===== config.mk =====
export PLATFORM = sky130hd
export DESIGN_NAME = motor_pwm_driver
export DESIGN_NICKNAME = d
export VERILOG_FILES = /design/src/rtl/motor_pwm_driver_pkg.sv /design/src/rtl/motor_channel.sv /design/src/rtl/motor_pwm_driver.sv
export SDC_FILE = /design/constraint.sdc
export NUM_CORES = 1
export LEC_CHECK = 0
export ABC_AREA = 1
export ABC_CLOCK_PERIOD_IN_PS = 5650
export CAP_MARGIN = 40
export CORE_MARGIN = 1.5
export CORE_UTILIZATION = 30
export DETAILED_ROUTE_END_ITERATION = 8
export GPL_TIMING_DRIVEN = 0
export PLACE_DENSITY = 0.52
export SLEW_MARGIN = 10
export SYNTH_ARGS = -nofsm -noshare
export SYNTH_HDL_FRONTEND = slang
export SYNTH_HIERARCHICAL = 1
export SYNTH_SLANG_ARGS = --single-unit

===== constraint.sdc =====
create_clock -name clk -period 5.65 [get_ports clk]
set_clock_uncertainty 0.15 [all_clocks]
set_input_delay 1.4125 -clock clk [delete_from_list [all_inputs] [get_ports clk]]
set_output_delay 1.4125 -clock clk [all_outputs]
set_load 0.02 [all_outputs]

===== src/rtl/motor_pwm_driver_pkg.sv =====
// Shared widths, channel FSM state codes and the per-channel target request
// used by the motor PWM driver and its channel sub-module.
package motor_pwm_driver_pkg;

  localparam int CORR_W = 13;
  localparam int MIX_W  = 15;
  localparam int DUTY_W = 13;
  localparam int NUM_CH = 2;

  localparam logic [1:0] ST_RUN   = 2'd0;
  localparam logic [1:0] ST_BRAKE = 2'd1;
  localparam logic [1:0] ST_DEAD  = 2'd2;

  typedef struct packed {
    logic              dir;
    logic [DUTY_W-1:0] mag;
  } chan_req_t;

endpackage


===== src/rtl/motor_channel.sv =====
// One motor bridge: direction FSM, slew limiter, dead-time counter and the
// registered PWM compare. All state advances only on the period tick.
module motor_channel
  import motor_pwm_driver_pkg::*;
#(
  parameter int RAMP_STEP    = 20,
  parameter int DEAD_PERIODS = 4
) (
  input  logic              clk,
  input  logic              rst_n,
  input  logic              tick_i,
  input  logic [DUTY_W-1:0] cnt_nxt_i,
  input  chan_req_t         req_i,
  output logic              pwm_o,
  output logic              dir_o,
  output logic [DUTY_W-1:0] duty_o
);

  localparam int DW = (DEAD_PERIODS > 1) ? $clog2(DEAD_PERIODS) : 1;
  localparam logic [DW-1:0]     DLAST = DW'(DEAD_PERIODS - 1);
  localparam logic [DUTY_W-1:0] STEP  = DUTY_W'(RAMP_STEP);

  logic [1:0]        st_q, st_d;
  logic [DUTY_W-1:0] duty_q, duty_d;
  logic              dir_q, dir_d;
  logic [DW-1:0]     dead_q, dead_d;
  logic              pwm_q, pwm_d;

  always_comb begin
    st_d   = st_q;
    duty_d = duty_q;
    dir_d  = dir_q;
    dead_d = dead_q;
    if (tick_i) begin
      case (st_q)
        ST_RUN: begin
          if (req_i.dir == dir_q) begin
            if (duty_q < req_i.mag)
              duty_d = (req_i.mag - duty_q > STEP) ? duty_q + STEP : req_i.mag;
            else
              duty_d = (duty_q - req_i.mag > STEP) ? duty_q - STEP : req_i.mag;
          end else begin
            st_d = ST_BRAKE;
          end
        end
        ST_BRAKE: begin
          duty_d = (duty_q > STEP) ? duty_q - STEP : '0;
          if (duty_q <= STEP) begin
            st_d   = ST_DEAD;
            dead_d = '0;
          end
        end
        ST_DEAD: begin
          duty_d = '0;
          // The flip uses the newest sample, even if it agrees with the old direction.
          if (dead_q == DLAST) begin
            dir_d = req_i.dir;
            st_d  = ST_RUN;
          end else begin
            dead_d = dead_q + 1'b1;
          end
        end
        default: st_d = ST_RUN;
      endcase
    end
  end

  // Compare against next-state values so pwm_o lines up with the visible counter.
  assign pwm_d = (cnt_nxt_i < duty_d);

  always_ff @(posedge clk or negedge rst_n) begin
    if (!rst_n) begin
      st_q   <= ST_RUN;
      duty_q <= '0;
      dir_q  <= 1'b1;
      dead_q <= '0;
      pwm_q  <= 1'b0;
    end else begin
      st_q   <= st_d;
      duty_q <= duty_d;
      dir_q  <= dir_d;
      dead_q <= dead_d;
      pwm_q  <= pwm_d;
    end
  end

  assign pwm_o  = pwm_q;
  assign dir_o  = dir_q;
  assign duty_o = duty_q;

endmodule


===== src/rtl/motor_pwm_driver.sv =====
// PID-to-H-bridge driver: period counter, correction sampler and mixer/clamp
// feeding two motor_channel instances (index 0 = left, 1 = right).
module motor_pwm_driver
  import motor_pwm_driver_pkg::*;
#(
  parameter int PWM_PERIOD   = 1000,
  parameter int BASE_SPEED   = 600,
  parameter int RAMP_STEP    = 20,
  parameter int DEAD_PERIODS = 4
) (
  input  logic              clk,
  input  logic              rst_n,
  input  logic              en,
  input  logic [CORR_W-1:0] pid_output,
  output logic              period_tick,
  output logic              pwm_l,
  output logic              pwm_r,
  output logic              dir_l,
  output logic              dir_r,
  output logic [DUTY_W-1:0] duty_l,
  output logic [DUTY_W-1:0] duty_r
);

  localparam logic [DUTY_W-1:0] LAST = DUTY_W'(PWM_PERIOD - 1);
  localparam logic [DUTY_W-1:0] FULL = DUTY_W'(PWM_PERIOD);

  logic [DUTY_W-1:0] cnt_q, cnt_d;

  assign cnt_d       = (cnt_q == LAST) ? '0 : cnt_q + 1'b1;
  assign period_tick = (cnt_q == LAST);

  always_ff @(posedge clk or negedge rst_n) begin
    if (!rst_n) cnt_q <= '0;
    else        cnt_q <= cnt_d;
  end

  // 15-bit mix keeps base +/- full-range correction free of overflow.
  logic signed [MIX_W-1:0] corr, base;
  logic [NUM_CH-1:0][MIX_W-1:0] tgt;

  assign corr   = {{(MIX_W-CORR_W){pid_output[CORR_W-1]}}, pid_output};
  assign base   = MIX_W'(BASE_SPEED);
  assign tgt[0] = en ? base + corr : '0;
  assign tgt[1] = en ? base - corr : '0;

  chan_req_t   [NUM_CH-1:0]             req;
  logic        [NUM_CH-1:0]             pwm, dir;
  logic        [NUM_CH-1:0][DUTY_W-1:0] duty;

  for (genvar g = 0; g < NUM_CH; g++) begin : g_ch
    logic [MIX_W-1:0]  absv;
    logic [DUTY_W-1:0] mag;

    assign absv   = tgt[g][MIX_W-1] ? (~tgt[g] + 1'b1) : tgt[g];
    assign mag    = (absv > MIX_W'(PWM_PERIOD)) ? FULL : absv[DUTY_W-1:0];
    assign req[g] = {~tgt[g][MIX_W-1], mag};

    motor_channel #(
      .RAMP_STEP    (RAMP_STEP),
      .DEAD_PERIODS (DEAD_PERIODS)
    ) u_ch (
      .clk       (clk),
      .rst_n     (rst_n),
      .tick_i    (period_tick),
      .cnt_nxt_i (cnt_d),
      .req_i     (req[g]),
      .pwm_o     (pwm[g]),
      .dir_o     (dir[g]),
      .duty_o    (duty[g])
    );
  end

  assign pwm_l  = pwm[0];
  assign pwm_r  = pwm[1];
  assign dir_l  = dir[0];
  assign dir_r  = dir[1];
  assign duty_l = duty[0];
  assign duty_r = duty[1];

endmodule


Yosys cells after proc, flatten, opt, wreduce, memory -nomap -nowiden. Cells that the tools add are included.

Add/subtract/negate cells: 15. Equality and inequality tests: 17. Order comparisons: 14. Reduce and logical (&&, ||, !) cells: 10. Bitwise gates (word level): 4. Mux-type cells: 35.

Operators with widths (number): 2-to-1 mux 13 bit (15); > comparator 13 x 5 -> 1 bit (second input constant) (6); one-hot mux 13 bit (3 select lines) (2); 2-to-1 mux 15 bit (4); < comparator 13 bit (4); subtractor 13 bit (4); adder 15 x 1 -> 15 bit (second input constant) (2); > comparator 15 x 10 -> 1 bit (second input constant) (2); inverter 15 bit (2); adder 13 x 5 -> 13 bit (second input constant) (2); <= comparator 13 x 5 -> 1 bit (second input constant) (2); subtractor 13 x 5 -> 13 bit (second input constant) (2); 2-to-1 mux 2 bit (10); AND reduction 4 bit (4); adder 11 x 13 -> 14 bit (first input constant) (1); subtractor 11 x 13 -> 14 bit (first input constant) (1); adder 13 x 1 -> 13 bit (second input constant) (1); == test 13 x 10 -> 1 bit (second input constant) (1); one-hot mux 2 bit (3 select lines) (2); == test 2 bit (second input constant) (4); inequality test 2 x 1 -> 1 bit (second input constant) (4); inequality test 2 bit (second input constant) (4); one-hot mux 2 bit (2 select lines) (2); AND reduction 3 bit (2); 6 further kinds (12).

Output and inout bits: 31. Bits in registers: 51.

Logic depth before layout (Yosys ltp).
Depth after elaboration: 15. Gate-level depth with buffers: 49.

Modules after synthesis. Netlist, hierarchy kept.

Modules (own cells, without submodules): motor_channel at g_ch[0].u_ch (area each 3803.6 sq um, times used 1, cells an instance 663); motor_channel at g_ch[1].u_ch (area each 3788.6 sq um, times used 1, cells an instance 626); motor_pwm_driver (area each 2294.7 sq um, times used 1, cells an instance 380).

Worst setup path after synthesis. Ideal clock, no wire load.

Path type: in2reg. From: input en. To: register g_ch[0].u_ch.pwm_q. Data arrival time: 6319 ps. Required time: 5423 ps. Path slack: -896 ps. Stages on the path: 40. Buffers on the path: 3. Cell sequence: buf_4 buf_2 buf_2 nand2_1 ha_1 nand3_1 nand3b_1 nor2_1 nor2_1 xor2_1 nand2_1 nor2_2 nand2_4 nand2_2 nor2_1 inv_1 ha_1 inv_1 [4 not listed] nor2_1 nor2_1 nor2_1 nand3_1 nor2_4 inv_2 o211ai_1 nand2_1 nand2_1 nand3_1 a22oi_2 inv_2 ha_1 a21oi_1 nor2_1 a211oi_1 o221ai_1 a21oi_1.

Cells in the longest elaborated chain, start to end: 14. Elaborated cells on any way between the ends: 20. Classes of those cells: add/sub (3); order compare (5); eq/ne (1); mux (9); bitwise (2).

Ends and longest elaborated chain: start, declared (line motor_pwm_driver.sv:13) `input logic en,`; 2-to-1 mux 15 bit * (line motor_pwm_driver.sv:43) `assign tgt[0] = en ? base + corr : '0;`; inverter 15 bit (line motor_pwm_driver.sv:54) `assign absv = tgt[g][MIX_W-1] ? (~tgt[g] + 1'b1) : tgt[g];`; adder 15 x 1 -> 15 bit (line motor_pwm_driver.sv:54); 2-to-1 mux 15 bit * (line motor_pwm_driver.sv:54); > comparator 15 x 10 -> 1 bit (line motor_pwm_driver.sv:55) `assign mag = (absv > MIX_W'(PWM_PERIOD)) ? FULL : absv[DUTY_W-1:0];`; 2-to-1 mux 13 bit * (line motor_pwm_driver.sv:55); via g_ch[0].mag[0] (line motor_pwm_driver.sv:52) `logic [DUTY_W-1:0] mag;`; subtractor 13 bit (on tied branches) (line motor_channel.sv:41, motor_channel.sv:39); > comparator 13 x 5 -> 1 bit (on tied branches) (line motor_channel.sv:41, motor_channel.sv:39); 2-to-1 mux 13 bit (on tied branches) (line motor_channel.sv:41, motor_channel.sv:39); 2-to-1 mux 13 bit * (line motor_channel.sv:38) `if (duty_q < req_i.mag)`; 2-to-1 mux 13 bit * (line motor_channel.sv:37) `if (req_i.dir == dir_q) begin`; one-hot mux 13 bit (3 select lines) * (line motor_channel.sv:35) `case (st_q)`; 2-to-1 mux 13 bit * (line motor_channel.sv:34) `if (tick_i) begin`; via g_ch[0].u_ch.duty_d[6] (line motor_channel.sv:24) `logic [DUTY_W-1:0] duty_q, duty_d;`; < comparator 13 bit * (line motor_channel.sv:69) `assign pwm_d = (cnt_nxt_i < duty_d);`; via g_ch[0].u_ch.pwm_d (line motor_channel.sv:27) `logic pwm_q, pwm_d;`; end signal, assigned (line motor_channel.sv:83) `pwm_q <= pwm_d;`; end, declared (line motor_channel.sv:27).

Mark *: on every way through the listed nets, which the timed path passes. The rest lies on a longest branch. A chain may end at the register's enable or synchronous reset.

==> impl_metrics.csv <==
group,metric,value,unit
final_layout,diodes,0,
global_route,grt_pass1_wl,50400,µm
synth,avgSynthCellArea,5.92,µm²
placed_design,routabilityCongestion,0.877,
global_route,overflow,0,
die,fp.dieH,185,µm
die,coreArea,32500,µm²
drt,drt-initial-drc-count,478,
critical_path,crit_path_max_fanout,6,
drt,num_vias,10800,
critical_path,critPathLaunchType,"primary input",
critical_path,r2r_end,"g_ch[1].u_ch/pwm_o",
synth,synthArstFlopShare,100,%
drt,detail_route.wirelength,31600,µm
min_path,min_to,"g_ch[1].u_ch/dead_q[0]",
cts,cts_tree,"yes",
global_route,grt_usage,18.2,%
synth,synth_cell_types,61,
die,start_util,30.5,%
outcome,violations,"setup timing",
die,fp.dieW,185,µm
critical_path,cpPeakStageDelay,0.39,ns
final_layout,syn_to_final_growth,34.6,%
die,rows,66,
critical_path,r2r_slack,1.68,ns
synth,yosysWarnings,6,
placed_design,numPortBuffers,43,
sta,rsz0062_at_grt,"true",
critical_path,required,5.72,ns
sta,timing.final.max_slew_violations,0,
pwr,powerDensity,117,nW/µm²
placed_design,dp.cells,2170,
drt,vias_per_cell,4.73,
final_layout,fillers,3457,
sta,timing.final.hold_violations,0,
final_layout,final_common_cell,"nand2_1",
critical_path,slowest_stage,"fa_2",
cts,h-tree-depth,2,
sta,report.final.setup_viol,5,
global_route,antenna_found_initial,0,
min_path,hold_depth,1,
synth,synth-seq-cells,51,
synth,syn_inst,1669,
global_route,grt_max_degree,36,
placed_design,pre_cts_ws,-2.09,ns
final_layout,final_cell_mix,"453 x nand2_1, 220 x inv_1, 129 x nand3_1",
critical_path,crit_path_start,"pid_output[4]",
cts,cts_hold_buffers,0,
cts,clk_pin_slew,0.08,ns
sta,fmaxAchievable,0.157,GHz
cts,cts-root-buf,"clkbuf_16",
job,drv_cap,0,
sta,min_period_over_period,113,%
final_layout,instances_no_fill,2281,
critical_path,worstSetupPathType,"in2reg",
critical_path,worstSetupEndpointType,"flop",
cts,insertion_delay,0.31,ns
final_layout,finish.net_count,1945,
cts,clock_sinks,51,
die,io_pins,47,
cts,clock_path_buffers,2,
final_layout,fin_area,13300,µm²
drt,final_antenna_net_count,0,
sta,worst_slack,-0.723,ns
drt,drc,0,
sta,worstMarginPinSlew,0.905,ns
synth,seq_area_frac_synth,12.9,%
pwr,max-vdd-ir-drop,0.111,mV
drt,first_pass_iters,5,
critical_path,cp.arrival,6.45,ns
sta,slew_headroom,39.4,%
global_route,grt_pass1_vias,10200,
synth,synth_area,9890,µm²
critical_path,reg2regPathDepth,26,
min_path,worstHoldStart,"g_ch[1].u_ch/dead_q[0]",
outcome,outcome,"finished with violations",
min_path,hp-class,"reg2reg",
cts,cts_made_buffers,5,
die,die_area,34100,µm²
drt,wl_per_cell,13.8,µm
critical_path,crit_top_cell,"nand2_1",
placed_design,hpwlAfterDp,24900,µm
pwr,p_leak,6.79,nW
placed_design,place_area,11200,µm²
synth,synth_edf_count,0,
synth,synth_flop_cell,"dfrtp_1",
synth,ys_top_cells_by_area,"nand2_1 19%, dfrtp_1 12%, ha_1 11%",
sta,period_minus_slack,6.37,ns
critical_path,reg2reg_from,"g_ch[1].u_ch/duty_o[6]",
synth,yosysTopAreaCell,"nand2_1",
synth,yosysTopAreaCellShare,18.9,%
final_layout,final_layout_size_suffix_gt1_share,29.5,%
worst max-delay path: cells and delay by family:
kind | cells | cell delay (ns)
AO/OA/AOI/OAI | 7 | 1.02
XOR/XNOR | 1 | 0.13
adder cells (fa/ha/maj) | 4 | 0.89
buffers and inverters | 9 | 0.72
AND/OR/NAND/NOR | 23 | 2.27
routing by layer:
layer,part of all wire [%],track usage (%),vias up
li1,-,-,5635
met1,48,24.2,4974
met2,49,32.5,155
met3,2.6,1.52,14
met4,0.73,2.23,0
met5,0,0,-
metrics by stage:
step | setup TNS (ns) | power, mW | utilization [%] | hold slack [ns]
global placement | -30.80 | 1.05 | 34.4 | 0.331
detailed placement | -31.41 | 1.06 | 34.5 | 0.337
floorplan | -0.911 | 0.904 | - | 0.308
CTS | -1.67 | 1.45 | 37.2 | 0.348
global route | -6.78 | 1.68 | 41.0 | 0.372
finish | -1.71 | 1.56 | 41.0 | 0.346
cells by family after synthesis:
family,share of synthesized area [%]
AOI/OAI and AO/OA,12.9
DFF,12.9
adders and majority gates,11.7
other,0.0379
muxes,0.228
and+or+nand+nor,44.1
xor gates and xnor gates,4.16
buffers and inverters,14.0
where the power goes:
group,switching (mW),internal [mW]
Clock,0.145,0.167
Sequential,0.00107,0.366
Combinational,0.539,0.344
Total,0.685,0.877
state kept, by name, indices dropped and copies added (netlist names):
register,count
cnt_q,13
g_ch.u_ch/dead_q,4
g_ch.u_ch/dir_o,2
g_ch.u_ch/duty_o,26
g_ch.u_ch/pwm_o,2
g_ch.u_ch/st_q,4
worst max path at each step:
stage	end	slack [ns]	cells after the start
finish	g_ch[0].u_ch/pwm_o	-0.72	44
global route	g_ch[0].u_ch/pwm_o	-1.11	45
CTS	g_ch[0].u_ch/pwm_o	-0.85	44
detailed placement	g_ch[0].u_ch/pwm_o	-2.09	47
global placement	g_ch[0].u_ch/pwm_o	-2.07	47
floorplan	g_ch[0].u_ch/pwm_o	-0.46	40
synthesized netlist by cell type, types with 4 or more instances:
cell type  number
a21oi_2        13
a21oi_1        53
clkinv_1        6
nand2_1       498
a211oi_1        4
nand3_4         5
dfrtp_1        49
o211ai_1        5
o21ai_1        26
nand4_1        41
clkbuf_1        6
buf_6           7
ha_1           89
o21ai_2        13
xnor2_1         4
o21ai_0        37
nand3_1       166
nand2_4         6
xor2_1         43
inv_2          51
inv_1         252
a22oi_1         5
nand2_2        27
buf_2          13
nor2_1        122
nand3b_1        8
nand3_2        10
nor2_2         21
o22ai_1         7
buf_4           4
nor2_4          8
nor3_1         17
o22ai_2         8
final cells by class:
type,instances,area (µm²),area share (%)
Clock buffer,5,125,0.940
Sequential cell,51,1280,9.61
Buffer,31,307,2.30
Inverter,310,1190,8.97
Multi-Input combinational cell,1291,8510,63.9
Timing Repair Buffer,148,1320,9.93
Clock inverter,3,22.5,0.169
Tap cell,442,553,4.15
repair_timing:
item | in CTS | in global routing
endpoints found under the hold margin | 0 | 0
pin swaps | 64 | 89
gates resized for setup | 122 | 200
cloned | 1 | 1
setup endpoints to repair | 28 | 28
buffers inserted | 50 | 51
(Power assumes the default switching activity.)
